--- src/rtl/credit_fifo_pkg.sv ---
// Shared sizing helpers for the credit-tracked FIFO and its neighbouring blocks.
package credit_fifo_pkg;

   // Width able to hold every value 0..depth, e.g. an occupancy or credit count.
   function automatic int cnt_width(input int depth);
      return $clog2(depth + 1);
   endfunction

   // Pointer width; a single-entry buffer still needs a one-bit pointer.
   function automatic int ptr_width(input int depth);
      return (depth > 1) ? $clog2(depth) : 1;
   endfunction

endpackage

--- src/rtl/fifo_ram.sv ---
// Unreset register-array storage: one write port, one combinational read port.
module fifo_ram
   import credit_fifo_pkg::*;
#(
   parameter int WIDTH = 8,
   parameter int DEPTH = 32
) (
   input  logic                        clk,
   input  logic                        wr_en,
   input  logic [ptr_width(DEPTH)-1:0] wr_addr,
   input  logic [WIDTH-1:0]            wr_data,
   input  logic [ptr_width(DEPTH)-1:0] rd_addr,
   output logic [WIDTH-1:0]            rd_data
);

   logic [WIDTH-1:0] mem [DEPTH];

   always_ff @(posedge clk) begin
      if (wr_en) begin
         mem[wr_addr] <= wr_data;
      end
   end

   assign rd_data = mem[rd_addr];

endmodule

--- src/rtl/credit_fifo.sv ---
// Show-ahead FIFO behind a fixed-latency pipeline; issue credits guarantee
// every word in flight has a slot by the time it arrives.
module credit_fifo
   import credit_fifo_pkg::*;
#(
   parameter int               WIDTH       = 8,
   parameter int               DEPTH       = 32,
   parameter logic [WIDTH-1:0] RESET_VALUE = '0
) (
   input  logic                        clk,
   input  logic                        rst_n,
   input  logic                        issue,
   output logic                        issue_ready,
   input  logic                        in_valid,
   input  logic [WIDTH-1:0]            in_data,
   output logic                        out_valid,
   input  logic                        out_ready,
   output logic [WIDTH-1:0]            out_data,
   output logic [cnt_width(DEPTH)-1:0] count,
   output logic [cnt_width(DEPTH)-1:0] inflight,
   output logic                        overflow
);

   localparam int CW = cnt_width(DEPTH);
   localparam int PW = ptr_width(DEPTH);
   localparam int AW = CW + 1;

   logic [CW-1:0]    count_reg, count_next;
   logic [CW-1:0]    inflight_reg, inflight_next;
   logic [PW-1:0]    wptr_reg, wptr_next;
   logic [PW-1:0]    rptr_reg, rptr_next;
   logic             overflow_reg, overflow_next;

   logic [AW-1:0]    credit_sum;
   logic             full;
   logic             issue_fire;
   logic             push;
   logic             pop;
   logic             wr_en;
   logic             arrival;
   logic [WIDTH-1:0] rd_data;

   // Credits come from registered state only, so a same-cycle pop never
   // reopens issue; the extra bit keeps count + inflight from wrapping.
   assign credit_sum  = {1'b0, count_reg} + {1'b0, inflight_reg};
   assign issue_ready = credit_sum < AW'(DEPTH);
   assign full        = {1'b0, count_reg} == AW'(DEPTH);

   assign issue_fire  = issue & issue_ready;
   assign push        = in_valid;
   assign pop         = out_valid & out_ready;
   assign wr_en       = push & (~full | pop);
   // Words issued before a reset arrive with no credit outstanding.
   assign arrival     = push & (inflight_reg != '0);

   always_comb begin
      count_next    = count_reg + CW'(wr_en) - CW'(pop);
      inflight_next = inflight_reg + CW'(issue_fire) - CW'(arrival);
      wptr_next     = wptr_reg;
      rptr_next     = rptr_reg;
      overflow_next = overflow_reg;
      if (wr_en) begin
         wptr_next = (wptr_reg == PW'(DEPTH - 1)) ? '0 : wptr_reg + PW'(1);
      end
      if (pop) begin
         rptr_next = (rptr_reg == PW'(DEPTH - 1)) ? '0 : rptr_reg + PW'(1);
      end
      if (push && full && !pop) begin
         overflow_next = 1'b1;
      end
   end

   always_ff @(posedge clk or negedge rst_n) begin
      if (!rst_n) begin
         count_reg    <= '0;
         inflight_reg <= '0;
         wptr_reg     <= '0;
         rptr_reg     <= '0;
         overflow_reg <= 1'b0;
      end else begin
         count_reg    <= count_next;
         inflight_reg <= inflight_next;
         wptr_reg     <= wptr_next;
         rptr_reg     <= rptr_next;
         overflow_reg <= overflow_next;
      end
   end

   fifo_ram #(
      .WIDTH (WIDTH),
      .DEPTH (DEPTH)
   ) u_ram (
      .clk     (clk),
      .wr_en   (wr_en),
      .wr_addr (wptr_reg),
      .wr_data (in_data),
      .rd_addr (rptr_reg),
      .rd_data (rd_data)
   );

   assign out_valid = count_reg != '0;
   assign out_data  = out_valid ? rd_data : RESET_VALUE;
   assign count     = count_reg;
   assign inflight  = inflight_reg;
   assign overflow  = overflow_reg;

endmodule

--- config.mk ---
export PLATFORM = sky130hd
export DESIGN_NAME = credit_fifo
export DESIGN_NICKNAME = d
export VERILOG_FILES = /design/src/rtl/credit_fifo_pkg.sv /design/src/rtl/fifo_ram.sv /design/src/rtl/credit_fifo.sv
export SDC_FILE = /design/constraint.sdc
export NUM_CORES = 1
export LEC_CHECK = 0
export ABC_AREA = 1
export CAP_MARGIN = 20
export CORE_ASPECT_RATIO = 1.25
export CORE_MARGIN = 10
export CORE_UTILIZATION = 40
export CTS_CLUSTER_SIZE = 14
export DETAILED_ROUTE_END_ITERATION = 6
export HOLD_SLACK_MARGIN = 0.15
export PLACE_DENSITY = 0.66
export SLEW_MARGIN = 20
export SYNTH_ARGS = -nofsm -noshare
export SYNTH_HDL_FRONTEND = slang
export SYNTH_SLANG_ARGS = --single-unit
--- constraint.sdc ---
create_clock -name clk -period 3 [get_ports clk]
set_input_delay 0.6 -clock clk [delete_from_list [all_inputs] [get_ports clk]]
set_output_delay 0.6 -clock clk [all_outputs]
set_load 0.05 [all_outputs]
==> impl_metrics.csv, run 1 <==
group,metric,value,unit
sta,hold_violations,0,
layout,fin_cells,1684,
power,seqPwrFrac,32.1,%
placement,dp.cells,1631,
power,powerDensity,1020,mW/mm²
flow_run,drv_cap,0,
floorplan,initial_core_util,40.9,%
placement,place_area,0.0136,mm²
synth,syn_nets,1228,
layout,layout-drive-gt1-share,14.2,%
critical_path,path_buf_inv,3,
synth,synthMostInstantiatedCell,"nand2_1",
critical_path,crit_arrival,2.34,ns
clock_network,clk_pin_slew_worst_paths,0.06,ns
clock_network,clkSinkCount,279,
floorplan,ioPinCount,36,
layout,final_area,0.0149,mm²
synth,ys.flop_type,"edfxtp_1",
detailed_routing,route.detailed.drc,0,
power,vdd_drop_max,0.00121,V
detailed_routing,drtIter0Drc,613,
clock_network,cts_tree,"yes",
layout,fin_nets,1311,
run_status,status,"finished, final reports clean",
synth,yosys-top-cells-count,"338 x nand2_1, 256 x edfxtp_1, 145 x nand3_1",
power,p_leak,5.99,nW
clock_network,cts_buffers,27,
power,switching_share,40.7,%
sta,tightest_slew,0.789,ns
sta,max-slew-margin-rel,47.3,%
critical_path,cp-end-kind,"output pin",
power,clkPwrFrac,21.1,%
sta,fmax,340,MHz
layout,largest_reg_flops,256,
sta,rsz0062_at_grt,"true",
floorplan,dieArea,0.0384,mm²
power,netSwitchingPower,6.17,mW
sta,finalCritPeriodShare,97.9,%
detailed_routing,dr.pass1.iters,5,
sta,min_period,2.94,ns
floorplan,row_count,71,
placement,routabilityCongestion,0.843,
sta,skew,0.00846,ns
power,p_int,8.98,mW
detailed_routing,routed_via_density,5.04,
grt,grt_use_total,15.6,%
detailed_routing,vias,8480,
synth,yosysWarningCount,0,
synth,ys_types,31,
placement,io_buffers,35,
clock_network,clk_latency,0.53,ns
sta,drv_slew,0,
synth,synth-seq-cells,279,
floorplan,core-area,0.0303,mm²
synth,yosys.area.top_type,"edfxtp_1",
floorplan,die_x,177,µm
synth,synth.top_cell.area_share,62.1,%
synth,syn_inst,1184,
power,power,15.1,mW
layout,fillCellCount,2571,
layout,syn_to_final_growth,20.2,%
critical_path,critical_path_class,"reg -> out",
clock_network,h-tree-depth,1,
critical_path,critPathTopFamily,"simple AND/OR/NAND/NOR gates",
grt,grt_pass1_wl,47300,µm
critical_path,worstPathCellList,"buf_4 -> buf_12 -> nand2_1 -> nand3_1 -> a21oi_2 -> nor2_2 -> nand2_4 -> nand2_4 -> nor2_4 -> buf_12",
power,pwr-share-comb,46.9,%
critical_path,crit_path_max_fanout,42,
grt,grt_max_degree,43,
synth,ys_seq_area_share,66.8,%
grt,grt_pass1_vias,8669,
grt,grt_antenna_before_repair,0,
synth,syn_area_per_cell,10.5,µm²
synth,async_flop_share,8.24,%
critical_path,cp_slowest_cell,"dfrtp_4",
critical_path,cp_data_required_time,2.40,ns
synth,synth_area_leaders,"edfxtp_1 62%, nand2_1 10%, nand3_1 5.9%",
detailed_routing,ant_nets,0,
synth,synth_edf_count,256,
sta,setup_violations,0,
placement,hpwl,17800,µm
critical_path,slowest_delay,0.55,ns
layout,diodes,0,
clock_network,clockRootBuffer,"clkbuf_16",
sta,holdWs,0.511,ns
critical_path,critPathLaunchType,"flop",
clock_network,holdBufCountCts,0,
detailed_routing,routed_wirelength,29900,µm
min_path,hold_class,"reg -> reg",
detailed_routing,wl_per_cell,17.8,µm
grt,gr-total-overflow,0,
floorplan,fp.dieH,217,µm
synth,syn_area,0.0124,mm²
clock_network,clock_path_buffers,3,
==> through the flow <==
step	utilization [%]	setup WS, ns	TNS (ns)
final	49.1	0.0623	0
after global routing	49.1	-0.0317	-0.0436
after CTS	48.9	0.00393	0
after detailed placement	44.9	0.174	0
after global placement	44.9	0.184	0
after floorplan	-	0.0511	0
==> kinds of logic after synthesis <==
group	count (synthesis)	synth area share, %
simple gates	612	20.3
flops	279	66.8
buf+inv	180	6.01
compound gates	75	3.15
fa+ha+maj	31	3.26
xor+xnor	7	0.495
==> final timing paths <==
check	startpoint	to	slack (ns)	cells after the start
worst max register to register	count[3]$_DFF_PN0_	inflight[4]$_DFF_PN0_	0.16	12
max in group asynchronous	rst_n	wptr_reg[4]$_DFFE_PN0P_	1.84	2
worst min-delay path	overflow$_DFFE_PN0P_	overflow$_DFFE_PN0P_	0.51	1
worst min register to register	overflow$_DFFE_PN0P_	overflow$_DFFE_PN0P_	0.51	1
worst max-delay path	rptr_reg[0]$_DFFE_PN0N_	out_data[3]	0.06	10
min in group asynchronous	rst_n	count[5]$_DFF_PN0_	0.53	1
==> layout make-up <==
cell class                 count  area, µm²  share of cell area (%)
tap                          401        502                    3.37
multi-input combinational    725       3640                    24.5
inverter                     131        505                    3.40
clock buffer                  34        702                    4.72
clock inverter                11        109                   0.732
sequential                   279       8270                    55.6
timing repair buffer         103       1140                    7.69
==> power groups by stage <==
stage               combinational (mW)  sequential, mW  clock, mW
global placement                  6.21            4.91          0
detailed placement                6.31            4.92          0
finish                            7.10            4.86       3.19
CTS                               7.03            4.86       3.22
floorplan                         3.69            5.15          0
global route                      7.73            4.89       3.39
==> cell usage in the layout, fill, tap and decap left out, types with 4 or more instances in the layout <==
cell type / synthesis / routed
a21oi_1: 17 / 11
a21oi_2: 1 / 7
buf_12: 0 / 14
buf_16: 0 / 6
buf_4: 9 / 54
clkbuf_1: 8 / 7
clkbuf_16: 0 / 27
clkdlybuf4s50_1: 0 / 25
clkinv_1: 3 / 5
clkinv_2: 0 / 4
dfrtp_1: 23 / 17
dfrtp_2: 0 / 5
edfxtp_1: 256 / 256
ha_1: 29 / 29
inv_1: 125 / 125
nand2_1: 338 / 326
nand2_2: 2 / 7
nand2_4: 0 / 7
nand3_1: 145 / 131
nand3_2: 1 / 13
nor2_1: 113 / 91
nor2_2: 0 / 14
nor2_4: 0 / 8
nor3_1: 7 / 7
o21ai_0: 50 / 48
o21ai_1: 3 / 5
xor2_1: 6 / 6
==> metal layers <==
layer,track usage [%],part of all wire (%),up-vias
met3,2.21,6.0,54
met2,27.4,52,290
met1,18.8,39,4038
met5,0,0,-
li1,-,-,4098
met4,5.96,3.2,0
==> timing repair <==
action | CTS | global route
gates resized for setup | 62 | 24
cloned | 4 | 0
endpoints found under the hold margin | 0 | 0
buffers inserted | 2 | 2
setup endpoints to repair | 8 | 8
pin swaps | 18 | 8
Power figures use the tool's default switching activity.
==> inputs of run 2 (changes only) <==
- ABC_AREA: 1 -> unset
==> run 2 against run 1 <==
Net effect:
- the run now ends with setup timing left
- cell count is 33% lower
- via count fell by 30%
- wire length is 21% lower
- non-clock buffer count is 15 higher
- first-iteration DRC count is 33% lower
- setup slack got worse by 0.27 ns
- highest routed layer unchanged
==> impl_metrics.csv, run 2 <==
group,metric,value,unit
critical_path,cp_data_required_time,2.40,ns
floorplan,fp.dieH,210,µm
synth,async_flop_share,8.24,%
synth,synth.top_cell.area_share,66.3,%
grt,grt_use_total,13.3,%
grt,grt_max_degree,33,
grt,grt_antenna_before_repair,0,
sta,finalSetupTns,-1.46,ns
layout,diodes,0,
synth,syn_inst,628,
synth,synthMostInstantiatedCell,"edfxtp_1",
detailed_routing,route.detailed.drc,0,
floorplan,core-area,0.0285,mm²
sta,setup_violations,8,
power,powerDensity,990,mW/mm²
layout,final_area,0.0140,mm²
grt,gr-total-overflow,0,
synth,synth-seq-cells,279,
placement,hpwl,15600,µm
sta,tightest_slew,1.05,ns
grt,grt_pass1_wl,37700,µm
synth,yosys-top-cells-count,"256 x edfxtp_1, 43 x mux4_2, 42 x nor2_1",
critical_path,critPathLaunchType,"flop",
grt,grt_pass1_vias,6481,
floorplan,dieArea,0.0363,mm²
clock_network,clk_pin_slew_worst_paths,0.06,ns
clock_network,cts_tree,"yes",
layout,syn_to_final_growth,21.0,%
detailed_routing,dr.pass1.iters,5,
synth,syn_area,0.0116,mm²
synth,synth_edf_count,256,
placement,io_buffers,35,
floorplan,initial_core_util,40.7,%
power,p_leak,4.89,nW
clock_network,clock_path_buffers,3,
synth,yosys.area.top_type,"edfxtp_1",
synth,ys_types,52,
synth,yosysWarningCount,0,
synth,synth_area_leaders,"edfxtp_1 66%, mux4_2 8.3%, dfrtp_1 5.0%",
critical_path,critical_path_class,"reg -> out",
synth,syn_area_per_cell,18.5,µm²
detailed_routing,ant_nets,0,
layout,fillCellCount,2302,
clock_network,clkSinkCount,279,
layout,mostFrequentLayoutCell,"edfxtp_1",
layout,final-seq-area,0.00827,mm²
synth,syn_nets,672,
synth,ys.flop_type,"edfxtp_1",
floorplan,die_x,172,µm
power,clkPwrFrac,22.1,%
layout,multi_input_area,0.00321,mm²
power,vdd_drop_max,0.000776,V
layout,layout-drive-gt1-share,29.5,%
detailed_routing,routed_via_density,5.34,
sta,finalCritPeriodShare,107,%
sta,fmax,312,MHz
power,power,13.9,mW
power,seqPwrFrac,35.3,%
power,switching_share,34.6,%
clock_network,clk_latency,0.52,ns
power,pwr-share-comb,42.6,%
power,p_int,9.10,mW
floorplan,ioPinCount,36,
sta,rsz0062_at_grt,"true",
min_path,hold_class,"in -> async",
clock_network,h-tree-depth,1,
clock_network,clockRootBuffer,"clkbuf_16",
critical_path,crit_arrival,2.61,ns
synth,ys_seq_area_share,71.2,%
sta,drv_slew,0,
sta,hold_violations,0,
critical_path,crit_path_max_fanout,7,
run_status,status,"finished with violations",
sta,holdWs,0.441,ns
detailed_routing,wl_per_cell,21.2,µm
layout,fin_nets,789,
detailed_routing,drtIter0Drc,411,
sta,max-slew-margin-rel,30.1,%
layout,final_cell_mix,"256 x edfxtp_1, 76 x buf_4, 46 x mux4_2",
critical_path,cp-end-kind,"output pin",
placement,place_area,0.0129,mm²
sta,min_period,3.21,ns
detailed_routing,routed_wirelength,23700,µm
clock_network,cts_buffers,26,
sta,skew,0.0135,ns
clock_network,holdBufCountCts,0,
power,netSwitchingPower,4.80,mW
layout,largest_reg_flops,256,
sta,worst_slack,-0.205,ns
floorplan,row_count,69,
flow_run,drv_cap,0,
placement,routabilityCongestion,0.780,
run_status,violations,"setup timing",
detailed_routing,vias,5976,
[run 2: cell count changes after synthesis, moves of 40 or more]
cell / before / now
nand2_1: 338 / 12
o21ai_0: 50 / 10
nor2_1: 113 / 42
nand3_1: 145 / 5
mux4_2: 0 / 43
inv_1: 125 / 29
[run 2: kinds of logic after synthesis]
group | Yosys count | share of synthesized area (%)
muxes | 86 | 12.9
DFF | 279 | 71.2
buffers and inverters | 59 | 2.70
AOI/OAI and AO/OA | 84 | 5.77
xor gates and xnor gates | 6 | 0.453
adders and majority gates | 31 | 3.47
and+or+nand+nor | 83 | 3.43
[run 2: cell type report]
cell class | instances | area share [%]
Clock buffer | 37 | 5.37
Clock inverter | 11 | 0.374
Inverter | 30 | 0.802
Multi-Input combinational cell | 290 | 22.9
Sequential cell | 279 | 59.0
Tap cell | 355 | 3.17
Timing Repair Buffer | 118 | 8.44
[run 2: critical path, cell delays in order (launching register included)]
cell	delay (ns)
dfrtp_4	0.49
buf_12	0.15
buf_12	0.14
mux4_2	0.44
a22o_4	0.26
a2111oi_4	0.20
buf_4	0.18
a211oi_2	0.05
buf_12	0.17
[run 2: routing by layer]
metal / vias to the layer above / track usage [%] / part of all wire [%]
li1: 2750 / - / -
met1: 3036 / 16.7 / 41
met2: 161 / 23.2 / 52
met3: 29 / 1.96 / 4.9
met4: 0 / 3.69 / 2.0
met5: - / 0 / 0
[run 2: worst paths after layout]
kind                                           end                     from  cells past startpoint  slack (ns)
max                                    out_data[2]  rptr_reg[0]$_DFFE_PN0N_                      8       -0.21
min                          inflight[3]$_DFF_PN0_                    rst_n                      2        0.44
max reg2reg                     count[5]$_DFF_PN0_       count[3]$_DFF_PN0_                     12        0.15
min reg2reg                   overflow$_DFFE_PN0P_     overflow$_DFFE_PN0P_                      2        0.47
max in group asynchronous  rptr_reg[1]$_DFFE_PN0N_                    rst_n                      2        2.28
min in group clk              overflow$_DFFE_PN0P_     overflow$_DFFE_PN0P_                      2        0.47
[run 2: power by group through the flow]
stage | clock network [mW] | logic, mW | registers [mW]
after floorplan | 0 | 3.35 | 5.10
after global placement | 0 | 5.30 | 4.99
after detailed placement | 0 | 5.42 | 5.00
after CTS | 3.15 | 5.90 | 4.90
after global routing | 3.31 | 6.33 | 4.94
final | 3.07 | 5.93 | 4.90
[run 2: per-stage QoR]
step	cells	util (%)	setup WS (ns)
finish	1120	49.3	-0.205
global route	1120	49.3	-0.298
global placement	1057	45.2	0.111
detailed placement	1057	45.2	0.00553
CTS	1115	49.0	-0.274
floorplan	628	-	0.00863
[run 2: what timing repair did]
action | 4_1_cts | 5_1_grt
cloned | 2 | 0
endpoints found under the setup margin | 8 | 10
gates resized for setup | 24 | 8
pin swaps | 12 | 9
setup buffers | 8 | 5
